==> config.mk <==
export PLATFORM = sky130hd
export DESIGN_NAME = fsk_modulator
export DESIGN_NICKNAME = d
export VERILOG_FILES = /design/src/rtl/fsk_modulator.sv
export SDC_FILE = /design/constraint.sdc
export NUM_CORES = 1
export LEC_CHECK = 0
export ABC_AREA = 1
export BUFFER_PORTS_ARGS = -buffer_cell sky130_fd_sc_hd__buf_2
export CAP_MARGIN = 5
export CORE_MARGIN = 4
export CORE_UTILIZATION = 45
export DETAILED_ROUTE_END_ITERATION = 6
export GPL_ROUTABILITY_DRIVEN = 0
export MAX_ROUTING_LAYER = met4
export PLACE_DENSITY = 0.67
export SLEW_MARGIN = 25
export SYNTH_ARGS = -nofsm -noshare
export SYNTH_HDL_FRONTEND = slang
export SYNTH_SLANG_ARGS = --single-unit
==> constraint.sdc <==
create_clock -name clk -period 1.4 [get_ports clk]
set_clock_uncertainty 0.05 [all_clocks]
set_input_delay 0.21 -clock clk [delete_from_list [all_inputs] [get_ports clk]]
set_output_delay 0.21 -clock clk [all_outputs]
set_load 0.02 [all_outputs]
==> src/rtl/fsk_modulator.sv <==
// Serial FSK modulator: each accepted word is sent MSB first, 16 clocks per bit,
// with a period-8 square wave for '1' bits and a period-16 square wave for '0' bits.
module fsk_modulator #(
  parameter int DATA_W = 8
) (
  input  logic              clk,
  input  logic              rst,
  input  logic [DATA_W-1:0] din,
  input  logic              din_valid,
  output logic              din_ready,
  output logic              dout,
  output logic              busy,
  output logic              bit_start,
  output logic              done
);

  localparam int CNT_W = (DATA_W > 1) ? $clog2(DATA_W) : 1;
  localparam logic [CNT_W-1:0] LAST_BIT = CNT_W'(DATA_W - 1);

  typedef enum logic {
    IDLE = 1'b0,
    SEND = 1'b1
  } state_t;

  state_t              state_q, state_d;
  logic [DATA_W-1:0]   hold_q, hold_d;
  logic                hold_full_q, hold_full_d;
  logic [DATA_W-1:0]   shifter_q, shifter_d;
  logic [CNT_W-1:0]    bit_cnt_q, bit_cnt_d;
  logic [3:0]          cyc_q, cyc_d;
  logic                dout_q, dout_d;
  logic                bit_start_q, bit_start_d;
  logic                done_q, done_d;

  assign din_ready = !hold_full_q && !rst;
  assign busy      = (state_q == SEND) || hold_full_q;
  assign dout      = dout_q;
  assign bit_start = bit_start_q;
  assign done      = done_q;

  always_comb begin
    state_d     = state_q;
    hold_d      = hold_q;
    hold_full_d = hold_full_q;
    shifter_d   = shifter_q;
    bit_cnt_d   = bit_cnt_q;
    cyc_d       = cyc_q;
    done_d      = 1'b0;
    dout_d      = 1'b0;
    bit_start_d = 1'b0;

    // A handshake needs an empty holding register, a transfer needs a full one,
    // so the two updates of hold_full below can never collide.
    if (din_valid && din_ready) begin
      hold_d      = din;
      hold_full_d = 1'b1;
    end

    unique case (state_q)
      IDLE: begin
        if (hold_full_q) begin
          state_d     = SEND;
          shifter_d   = hold_q;
          hold_full_d = 1'b0;
          bit_cnt_d   = '0;
          cyc_d       = '0;
        end
      end
      SEND: begin
        cyc_d = cyc_q + 4'd1;
        if (cyc_q == 4'hF) begin
          if (bit_cnt_q == LAST_BIT) begin
            done_d    = 1'b1;
            bit_cnt_d = '0;
            if (hold_full_q) begin
              shifter_d   = hold_q;
              hold_full_d = 1'b0;
            end else begin
              state_d   = IDLE;
              shifter_d = '0;
            end
          end else begin
            shifter_d = shifter_q << 1;
            bit_cnt_d = bit_cnt_q + CNT_W'(1);
          end
        end
      end
      default: state_d = IDLE;
    endcase

    // Outputs are registered, so they are derived from the next-cycle state;
    // phase restarts at c = 0 of every bit so each bit begins low.
    if (state_d == SEND) begin
      bit_start_d = (cyc_d == 4'd0);
      dout_d      = shifter_d[DATA_W-1] ? cyc_d[2] : cyc_d[3];
    end
  end

  always_ff @(posedge clk) begin
    if (rst) begin
      state_q     <= IDLE;
      hold_q      <= '0;
      hold_full_q <= 1'b0;
      shifter_q   <= '0;
      bit_cnt_q   <= '0;
      cyc_q       <= '0;
      dout_q      <= 1'b0;
      bit_start_q <= 1'b0;
      done_q      <= 1'b0;
    end else begin
      state_q     <= state_d;
      hold_q      <= hold_d;
      hold_full_q <= hold_full_d;
      shifter_q   <= shifter_d;
      bit_cnt_q   <= bit_cnt_d;
      cyc_q       <= cyc_d;
      dout_q      <= dout_d;
      bit_start_q <= bit_start_d;
      done_q      <= done_d;
    end
  end

endmodule
==> results.sh, run 1 <==
export IMPL_ys_top_cells_by_count="57 x nand2_1, 28 x dfxtp_1, 15 x inv_1, 15 x nor2_1, 12 x a21oi_1"
export IMPL_post_route_period_util_pct=94.67
export IMPL_ir_worst_vdd_mv=0.5493
export IMPL_rsz0062_at_grt="yes"
export IMPL_num_vias=1187
export IMPL_powerDensity_nw_per_um2=972.1
export IMPL_drive_gt1_share_pct=28.23
export IMPL_synth_warnings=0
export IMPL_wl_per_cell_um=11.74
export IMPL_cts_sinks=28
export IMPL_grt_start_max_net_pins=17
export IMPL_r2r_slack_ns=0.09
export IMPL_cts_buffers=3
export IMPL_preCtsSetupSlack_ns=-0.06828
export IMPL_grt_pass1_wl_um=4912
export IMPL_die_h_um=62.47
export IMPL_yosysTopAreaCell="dfxtp_1"
export IMPL_yosysMostFrequentCell="nand2_1"
export IMPL_p_switching_mw=0.3913
export IMPL_ys_ff_latch=28
export IMPL_cts_buffer_depth=2
export IMPL_clk_pin_slew_ns=0.15
export IMPL_syn_to_final_growth_pct=24.37
export IMPL_drt_first_pass_iters=4
export IMPL_die_w_um=62.47
export IMPL_intPower_mw=1.223
export IMPL_combPwrFrac_pct=13.7
export IMPL_synth_edf_count=0
export IMPL_h_tree_depth=1
export IMPL_worstPathCellList="nor2_4 -> inv_1 -> buf_6"
export IMPL_start_kind="flop"
export IMPL_gr_total_overflow=0
export IMPL_die_area_um2=3902
export IMPL_fmax_mhz=754.5
export IMPL_worstSkewPairLatency_ns=0.32
export IMPL_port_buffers=15
export IMPL_drv_cap=0
export IMPL_coreArea_um2=2805
export IMPL_hold_violations=0
export IMPL_syn_nets=196
export IMPL_p_clk_share_pct=32.7
export IMPL_synth_avg_cell_area_um2=7.376
export IMPL_maxSlewHeadroom_pct=84.15
export IMPL_leakage_nw=0.7437
export IMPL_critPathBufInv=2
export IMPL_drt_iter0_drc=58
export IMPL_io_pin_count=16
export IMPL_switching_share_pct=24.24
export IMPL_synthArstFlopShare_pct=0
export IMPL_syn_inst=181
export IMPL_min_path_type="input pin to flop"
export IMPL_ys_seq_area_share_pct=41.99
export IMPL_viasPerCell=4.946
export IMPL_synth_area_um2=1335
export IMPL_holdWs_ns=0.01955
export IMPL_worstMarginPinSlew_ns=0.2375
export IMPL_antenna_left=0
export IMPL_slowest_delay_ns=0.41
export IMPL_finalSetupViolCount=0
export IMPL_cp_arrival_ns=1.07
export IMPL_final_max_slew_viol_count=0
export IMPL_grt_pass1_vias=1188
export IMPL_seq_power_share_pct=53.7
export IMPL_finalCriticalPeriod_ns=1.325
export IMPL_synthFlopType="dfxtp_1"
export IMPL_num_rows=19
export IMPL_antenna_found_initial=0
export IMPL_slowest_stage="dfxtp_4"
export IMPL_nNetsFinal=225
export IMPL_synth_distinct_cells=26
export IMPL_status="completed"
export IMPL_worst_slack_ns=0.07460
export IMPL_antenna_cells=0
export IMPL_total_power_mw=1.614
export IMPL_crit_fanout=7
export IMPL_cp_end_kind="primary output"
export IMPL_fin_cells=240
export IMPL_hpwl_um=2038
export IMPL_fillers=265
export IMPL_dp_cells=230
export IMPL_start_util_pct=47.59
export IMPL_grt_util_all_layers_pct=15.78
export IMPL_drc_errors=0
export IMPL_wirelength_um=2817
export IMPL_yosysTopAreaCellShare_pct=41.99
export IMPL_critPathKind="flop to primary output"
export IMPL_cp_top_family="flip-flops"
export IMPL_cts_tree="built"
export IMPL_ctsRootBufferMaster="clkbuf_4"
export IMPL_yosys_top_cells_area="dfxtp_1 42%, nand2_1 16%, a21oi_1 4.5%"
export IMPL_cp_required_ns=1.14
logic make-up after synthesis:
kind of cell,share of synthesized area [%]
AOI/OAI and AO/OA,14.25
adders and majority gates,3.749
buffers and inverters,8.621
DFF,41.99
and+or+nand+nor,31.40
tightest hold or removal path, delay by kind of cell:
family | cells | cell delay (ns)
simple gates | 1 | 0.04
buf+inv | 1 | 0.07
compound gates | 1 | 0.05
cells in the final DEF (no fill, tap or decap), types with 4 or more instances in the layout:
| cell | n |
|---|---|
| nand3_1 | 9 |
| dfxtp_1 | 22 |
| dfxtp_2 | 4 |
| a31oi_1 | 4 |
| buf_4 | 12 |
| nand2_1 | 55 |
| buf_2 | 14 |
| a21oi_1 | 12 |
| o21ai_0 | 8 |
| nor2_1 | 14 |
| o21ai_1 | 7 |
| inv_1 | 14 |
sequential cells by signal, indices dropped and copies added (netlist names):
register     count
done             1
shifter_q        8
bit_start        1
hold_q           8
dout             1
state_q          1
hold_full_q      1
cyc_q            4
bit_cnt_q        3
power groups by stage:
stage	clock (mW)	combinational (mW)	sequential, mW
3_3_place_gp	0	0.189	0.881
5_1_grt	0.588	0.249	0.872
4_1_cts	0.546	0.197	0.868
2_1_floorplan	0	0.143	0.869
6_report	0.527	0.221	0.866
3_5_place_dp	0	0.194	0.881
final timing paths:
kind / depth (start not counted) / start / to
worst max-delay path: 3 / hold_full_q / busy
worst min-delay path: 3 / din[0] / hold_q[0]
worst max register to register: 8 / bit_cnt_q[0] / dout
worst min register to register: 2 / hold_q[6] / shifter_q[6]
per-layer routing:
layer	wire, um	up-vias	track usage, %
li1	-	637	-
met2	1430	25	27.56
met3	129	4	3.058
met1	1233	521	17.38
met4	25	0	6.887
met5	0	-	-
final cells by class:
class	count	area [um2]	share of cell area [%]
multi-input cells	129	732.0	44.08
clock inverters	1	30.03	1.809
repair buffers	28	181.4	10.93
flip-flops and latches	28	573.1	34.51
clock buffers	3	22.52	1.356
well taps	31	38.79	2.336
inverters	20	82.58	4.974
through the flow:
stage | area, um2 | util, % | setup TNS (ns)
final | 1660 | 59.19 | 0
after floorplan | 1335 | - | 0
after detailed placement | 1474 | 52.54 | -0.2960
after global routing | 1660 | 59.19 | -0.01447
after global placement | 1474 | 52.54 | 0
after CTS | 1584 | 56.47 | 0
repair_timing:
action | CTS | global route
pin swaps | 1 | 3
cloned | 1 | 0
setup endpoints to repair | 10 | 10
hold buffers | 0 | 1
buffers inserted | 1 | 3
resized for setup | 12 | 14
endpoints found under the hold margin | 0 | 1
No activity file was read; power rests on OpenSTA's default activity.
==> run 2, diff against run 1 <==
--- a/config.mk
+++ b/config.mk
@@ -5,7 +5,6 @@
 export SDC_FILE = /design/constraint.sdc
 export NUM_CORES = 1
 export LEC_CHECK = 0
-export ABC_AREA = 1
 export BUFFER_PORTS_ARGS = -buffer_cell sky130_fd_sc_hd__buf_2
 export CAP_MARGIN = 5
 export CORE_MARGIN = 4
==> run 2 against run 1 <==
  * Via count is 6.1% lower
  * Die area is 10% lower
  * Setup slack worse by 0.24 ns
  * Non-clock buffer count is 14 higher
  * Final area is 2.6% lower
  * Power is 0.43% higher
  * The run now ends with negative setup slack left
  * Highest routed layer unchanged
  * Global-route usage is 2.9 points higher
  * Maximum frequency is 15% lower
  * Synthesized cell count is 28% lower
  * Register-to-register slack worse by 0.25 ns
==> results.sh, run 2 <==
export IMPL_hold_violations=0
export IMPL_slowest_delay_ns=0.36
export IMPL_grt_pass1_wl_um=4816
export IMPL_final_cell_area_um2=1617
export IMPL_slowest_stage="dfxtp_2"
export IMPL_synth_edf_count=0
export IMPL_cp_end_kind="flop"
export IMPL_finalSetupViolCount=14
export IMPL_port_buffers=15
export IMPL_layout_common_cells="25 x buf_4, 21 x dfxtp_1, 18 x nor2_1"
export IMPL_ys_ff_latch=28
export IMPL_synth_area_um2=1176
export IMPL_synthFlopType="dfxtp_1"
export IMPL_reg_top3="hold_q: 8 flops, shifter_q: 8 flops, cyc_q: 4 flops"
export IMPL_worst_slack_ns=-0.1619
export IMPL_synthArstFlopShare_pct=0
export IMPL_cts_buffer_depth=2
export IMPL_syn_to_final_growth_pct=37.45
export IMPL_p_switching_mw=0.3893
export IMPL_post_route_period_util_pct=111.6
export IMPL_die_h_um=59.13
export IMPL_status="finished, violations left"
export IMPL_crit_top_cell="ha_4"
export IMPL_switching_share_pct=24.01
export IMPL_met2WireLength_um=1338
export IMPL_hpwl_um=1945
export IMPL_p_clk_share_pct=33.1
export IMPL_cp_required_ns=1.60
export IMPL_combPwrFrac_pct=14.6
export IMPL_fmax_mhz=640.2
export IMPL_gr_total_overflow=0
export IMPL_holdWs_ns=0.02470
export IMPL_num_rows=18
export IMPL_rsz0062_at_grt="yes"
export IMPL_worstSkewPairLatency_ns=0.35
export IMPL_syn_inst=131
export IMPL_drt_first_pass_iters=4
export IMPL_ctsRootBufferMaster="clkbuf_4"
export IMPL_m1WireLength_um=1283
export IMPL_yosysMostFrequentCell="dfxtp_1"
export IMPL_leakage_nw=0.6778
export IMPL_final_max_slew_viol_count=0
export IMPL_yosysTopAreaCellShare_pct=47.66
export IMPL_coreArea_um2=2477
export IMPL_worstPathCellList="ha_4 -> ha_4 -> nand2b_4 -> nand3_2 -> or2b_1 -> a2111oi_2"
export IMPL_yosys_top_cells_area="dfxtp_1 48%, nor2_1 6.1%, nand2_1 5.4%"
export IMPL_powerDensity_nw_per_um2=1003
export IMPL_drv_cap=0
export IMPL_clk_pin_slew_ns=0.15
export IMPL_finalCriticalPeriod_ns=1.562
export IMPL_die_area_um2=3496
export IMPL_intPower_mw=1.232
export IMPL_viasPerCell=5.547
export IMPL_min_path_type="input pin to flop"
export IMPL_io_pin_count=16
export IMPL_grt_util_all_layers_pct=18.69
export IMPL_cp_arrival_ns=1.76
export IMPL_final_setup_tns_ns=-1.260
export IMPL_start_util_pct=47.47
export IMPL_syn_nets=146
export IMPL_grt_start_max_net_pins=17
export IMPL_seq_power_share_pct=52.3
export IMPL_grt_pass1_vias=1128
export IMPL_violations="negative setup slack"
export IMPL_yosysTopAreaCell="dfxtp_1"
export IMPL_placed_area_um2=1453
export IMPL_synth_avg_cell_area_um2=8.978
export IMPL_nNetsFinal=187
export IMPL_worstMarginPinSlew_ns=0.4520
export IMPL_cts_sinks=28
export IMPL_synth_warnings=0
export IMPL_highest_layer="met4"
export IMPL_ys_top_cells_by_count="28 x dfxtp_1, 19 x nor2_1, 17 x nand2_1, 12 x a21oi_1, 6 x a222oi_1"
export IMPL_critPathKind="flop to flop"
export IMPL_antenna_cells=0
export IMPL_hold_depth=3
export IMPL_routed_wl_met3_um=127
export IMPL_ir_worst_vdd_mv=0.7584
export IMPL_antenna_left=0
export IMPL_wirelength_um=2900
export IMPL_num_vias=1115
export IMPL_drt_iter0_drc=44
export IMPL_cts_tree="built"
export IMPL_maxSlewHeadroom_pct=69.87
export IMPL_drive_gt1_share_pct=39.77
export IMPL_wl_per_cell_um=14.43
export IMPL_start_kind="flop"
export IMPL_final_common_cell="buf_4"
export IMPL_ys_seq_area_share_pct=47.66
export IMPL_crit_fanout=4
export IMPL_h_tree_depth=1
export IMPL_cts_buffers=3
export IMPL_drc_errors=0
export IMPL_die_w_um=59.13
export IMPL_synth_distinct_cells=34
export IMPL_antenna_found_initial=0
export IMPL_reg2reg_depth=6
run 2: power by group through the flow:
stage                     Combinational, mW  Sequential [mW]  Clock (mW)
after floorplan                       0.118            0.865           0
after global placement                0.195            0.863           0
after detailed placement              0.200            0.864           0
after CTS                             0.228            0.848       0.548
after global routing                  0.258            0.853       0.581
final                                 0.237            0.849       0.536
run 2: metrics by stage:
stage	util, %	instances	setup WS [ns]	power [mW]
2_1_floorplan	-	131	-0.1207	0.9830
3_3_place_gp	58.64	193	-0.1509	1.057
3_5_place_dp	58.64	193	-0.1906	1.063
4_1_cts	64.60	200	-0.2156	1.624
5_1_grt	65.25	201	-0.2087	1.693
6_report	65.25	201	-0.1619	1.621
run 2: critical path, delay by kind of cell, from the launching register on:
family,cells,cell delay (ns)
AO/OA/AOI/OAI,1,0.29
adder cells (fa/ha/maj),2,0.32
flip-flops,1,0.36
AND/OR/NAND/NOR,3,0.43
run 2: final cells by class:
cell class | instances | area [um2]
fill | 209 | 860.8
multi-input combinational | 94 | 645.6
sequential | 28 | 571.8
timing repair buffer | 42 | 297.8
tap | 30 | 37.54
clock inverter | 1 | 30.03
clock buffer | 3 | 22.52
inverter | 3 | 11.26
run 2: worst paths after layout:
kind                      from   endpoint  slack (ns)
hold reg to reg      hold_q[0]  hold_q[0]        0.42
hold / removal          din[2]  hold_q[2]        0.02
setup / recovery  bit_cnt_q[0]       dout       -0.16
setup reg to reg  bit_cnt_q[0]       dout       -0.16
run 2: cell families after synthesis:
group,synth area share [%]
mux,1.808
simple gates,22.66
flops,47.66
fa+ha+maj,4.255
buf+inv,3.297
xor+xnor,1.490
compound gates,18.83
run 2: what timing repair did:
action,in CTS,in global routing
pin swaps,11,2
setup endpoints to repair,15,18
buffers inserted,4,2
resized for setup,18,4
hold buffers,0,0
run 2: metal layers:
| layer | GRT usage (%) | up-vias |
|---|---|---|
| li1 | - | 546 |
| met1 | 21.67 | 518 |
| met2 | 29.34 | 33 |
| met3 | 2.614 | 18 |
| met4 | 13.59 | 0 |
| met5 | - | - |
==> run 3, diff against run 2 <==
--- a/config.mk
+++ b/config.mk
@@ -12,7 +12,6 @@
 export DETAILED_ROUTE_END_ITERATION = 6
 export GPL_ROUTABILITY_DRIVEN = 0
 export MAX_ROUTING_LAYER = met4
-export PLACE_DENSITY = 0.67
 export SLEW_MARGIN = 25
 export SYNTH_ARGS = -nofsm -noshare
 export SYNTH_HDL_FRONTEND = slang
==> constraint.sdc (replaced) <==
create_clock -name clk -period 1.5 [get_ports clk]
set_clock_uncertainty 0.05 [all_clocks]
set_input_delay 0.225 -clock clk [delete_from_list [all_inputs] [get_ports clk]]
set_output_delay 0.225 -clock clk [all_outputs]
set_load 0.02 [all_outputs]
==> run 3 against run 2 <==
  * The run still ends with negative setup slack left
  * Global-route usage fell by 1.2 points
  * Utilization fell by 2.8 points
  * Combinational power shrank 16%
  * Wire length fell by 9.9%
  * Non-clock buffer count fell by 9
  * Power decreased by 8.3%
  * Sequential cell count unchanged
  * Critical path type unchanged
==> results.sh, run 3 (synthesis results as in run 2) <==
export IMPL_start_util_pct=47.47
export IMPL_worstSkewPairLatency_ns=0.33
export IMPL_critPathKind="flop to flop"
export IMPL_grt_util_all_layers_pct=17.46
export IMPL_wl_per_cell_um=13.61
export IMPL_drt_first_pass_iters=4
export IMPL_drv_cap=0
export IMPL_seq_area_um2=566.8
export IMPL_antenna_left=0
export IMPL_intPower_mw=1.132
export IMPL_antenna_found_initial=0
export IMPL_combPwrFrac_pct=13.4
export IMPL_cp_arrival_ns=1.79
export IMPL_num_rows=18
export IMPL_crit_fanout=4
export IMPL_grt_pass1_vias=1060
export IMPL_die_area_um2=3496
export IMPL_fin_cells=192
export IMPL_dp_cells=187
export IMPL_fmax_mhz=623.6
export IMPL_ir_worst_vdd_mv=0.8844
export IMPL_post_route_period_util_pct=106.9
export IMPL_final_setup_tns_ns=-0.1093
export IMPL_final_cell_area_um2=1546
export IMPL_hold_violations=0
export IMPL_hpwl_um=1821
export IMPL_holdWs_ns=0.05513
export IMPL_h_tree_depth=1
export IMPL_nNetsFinal=178
export IMPL_cts_buffers=3
export IMPL_final_common_cell="dfxtp_1"
export IMPL_cts_tree="built"
export IMPL_worstMarginPinSlew_ns=0.3692
export IMPL_drive_gt1_share_pct=35.19
export IMPL_finalCriticalPeriod_ns=1.604
export IMPL_viasPerCell=5.375
export IMPL_cp_end_kind="flop"
export IMPL_maxSlewHeadroom_pct=75.34
export IMPL_placed_area_um2=1406
export IMPL_num_vias=1032
export IMPL_gr_total_overflow=0
export IMPL_reg_top3="hold_q: 8 flops, shifter_q: 8 flops, cyc_q: 4 flops"
export IMPL_port_buffers=15
export IMPL_worst_slack_ns=-0.1037
export IMPL_wirelength_um=2614
export IMPL_powerDensity_nw_per_um2=961.2
export IMPL_r2r_end="dout"
export IMPL_leakage_nw=0.6254
export IMPL_cts_buffer_depth=2
export IMPL_hold_buffers=0
export IMPL_die_w_um=59.13
export IMPL_switching_share_pct=23.85
export IMPL_p_switching_mw=0.3546
export IMPL_reg2reg_depth=6
export IMPL_r2r_start="bit_cnt_q[0]"
export IMPL_start_kind="flop"
export IMPL_cp_required_ns=1.68
export IMPL_seq_power_share_pct=53.4
export IMPL_r2r_slack_ns=-0.10
export IMPL_ctsRootBufferMaster="clkbuf_4"
export IMPL_status="finished, violations left"
export IMPL_grt_pass1_wl_um=4595
export IMPL_final_max_slew_viol_count=0
export IMPL_violations="negative setup slack"
export IMPL_drt_iter0_drc=34
export IMPL_grt_start_max_net_pins=20
export IMPL_coreArea_um2=2477
export IMPL_min_delay_start="din[7]"
export IMPL_antenna_cells=0
export IMPL_finalSetupViolCount=3
export IMPL_hold_depth=3
export IMPL_clk_pin_slew_ns=0.16
export IMPL_cts_sinks=28
export IMPL_hold_end="hold_q[7]"
export IMPL_syn_to_final_growth_pct=31.49
export IMPL_total_power_mw=1.486
export IMPL_fillers=228
export IMPL_drc_errors=0
export IMPL_min_path_type="input pin to flop"
export IMPL_p_clk_share_pct=33.2
export IMPL_layout_common_cells="23 x dfxtp_1, 18 x nor2_1, 18 x buf_4"
export IMPL_rsz0062_at_grt="yes"
export IMPL_die_h_um=59.13
export IMPL_io_pin_count=16
export IMPL_multi_input_area_um2=668.1
-- run 3: cell types whose count changed in the layout (fill, tap and decap cells not counted), sizes merged --
cell,previous run,this run
buf,42,33
-- run 3: power groups by stage --
| stage | clock [mW] | sequential, mW | combinational, mW |
|---|---|---|---|
| global placement | 0 | 0.806 | 0.178 |
| CTS | 0.502 | 0.793 | 0.187 |
| finish | 0.493 | 0.793 | 0.200 |
| detailed placement | 0 | 0.807 | 0.182 |
| floorplan | 0 | 0.807 | 0.110 |
| global route | 0.534 | 0.798 | 0.222 |
-- run 3: layout make-up --
class	instances	share of cell area [%]
flip-flops and latches	28	36.65
clock inverters	1	1.942
inverters	3	0.7282
multi-input cells	94	43.20
repair buffers	33	13.59
clock buffers	3	1.456
well taps	30	2.427
-- run 3: routing by layer --
metal,wire length (um),global-route usage [%],vias to the layer above,part of all wire [%]
met4,29,7.767,0,1.1
li1,-,-,529,-
met2,1273,27.76,16,49
met3,80,1.961,4,3.1
met1,1230,22.25,483,47
met5,0,-,-,0
-- run 3: stage by stage --
step           util [%]  setup slack [ns]
3_3_place_gp      56.77          -0.05051
2_1_floorplan         -          -0.02069
4_1_cts           61.16           -0.1257
3_5_place_dp      56.77          -0.08756
5_1_grt           62.42           -0.1471
6_report          62.42           -0.1037
-- run 3: repair_timing --
action                                  4_1_cts  5_1_grt
gates cloned                                  0        0
endpoints found under the hold margin         0        0
pin swaps                                    10        2
endpoints found under the setup margin        9       10
gates resized for setup                      11        3
buffers inserted                              1        0
-- run 3: critical path: stages (launching register included) --
cell and delay, ns:
dfxtp_2 0.37, ha_4 0.17, ha_4 0.16, nand2b_4 0.13, nand3_2 0.06, or2b_1 0.27
a2111oi_4 0.29
-- run 3: worst max-delay path by stage --
stage	startpoint	to	slack, ns	depth (start not counted)
after detailed placement	bit_cnt_q[1]	dout	-0.09	6
after global routing	bit_cnt_q[0]	dout	-0.15	6
after global placement	bit_cnt_q[1]	dout	-0.05	6
after CTS	bit_cnt_q[0]	dout	-0.13	6
final	bit_cnt_q[0]	dout	-0.10	6
after floorplan	bit_cnt_q[0]	dout	-0.02	6
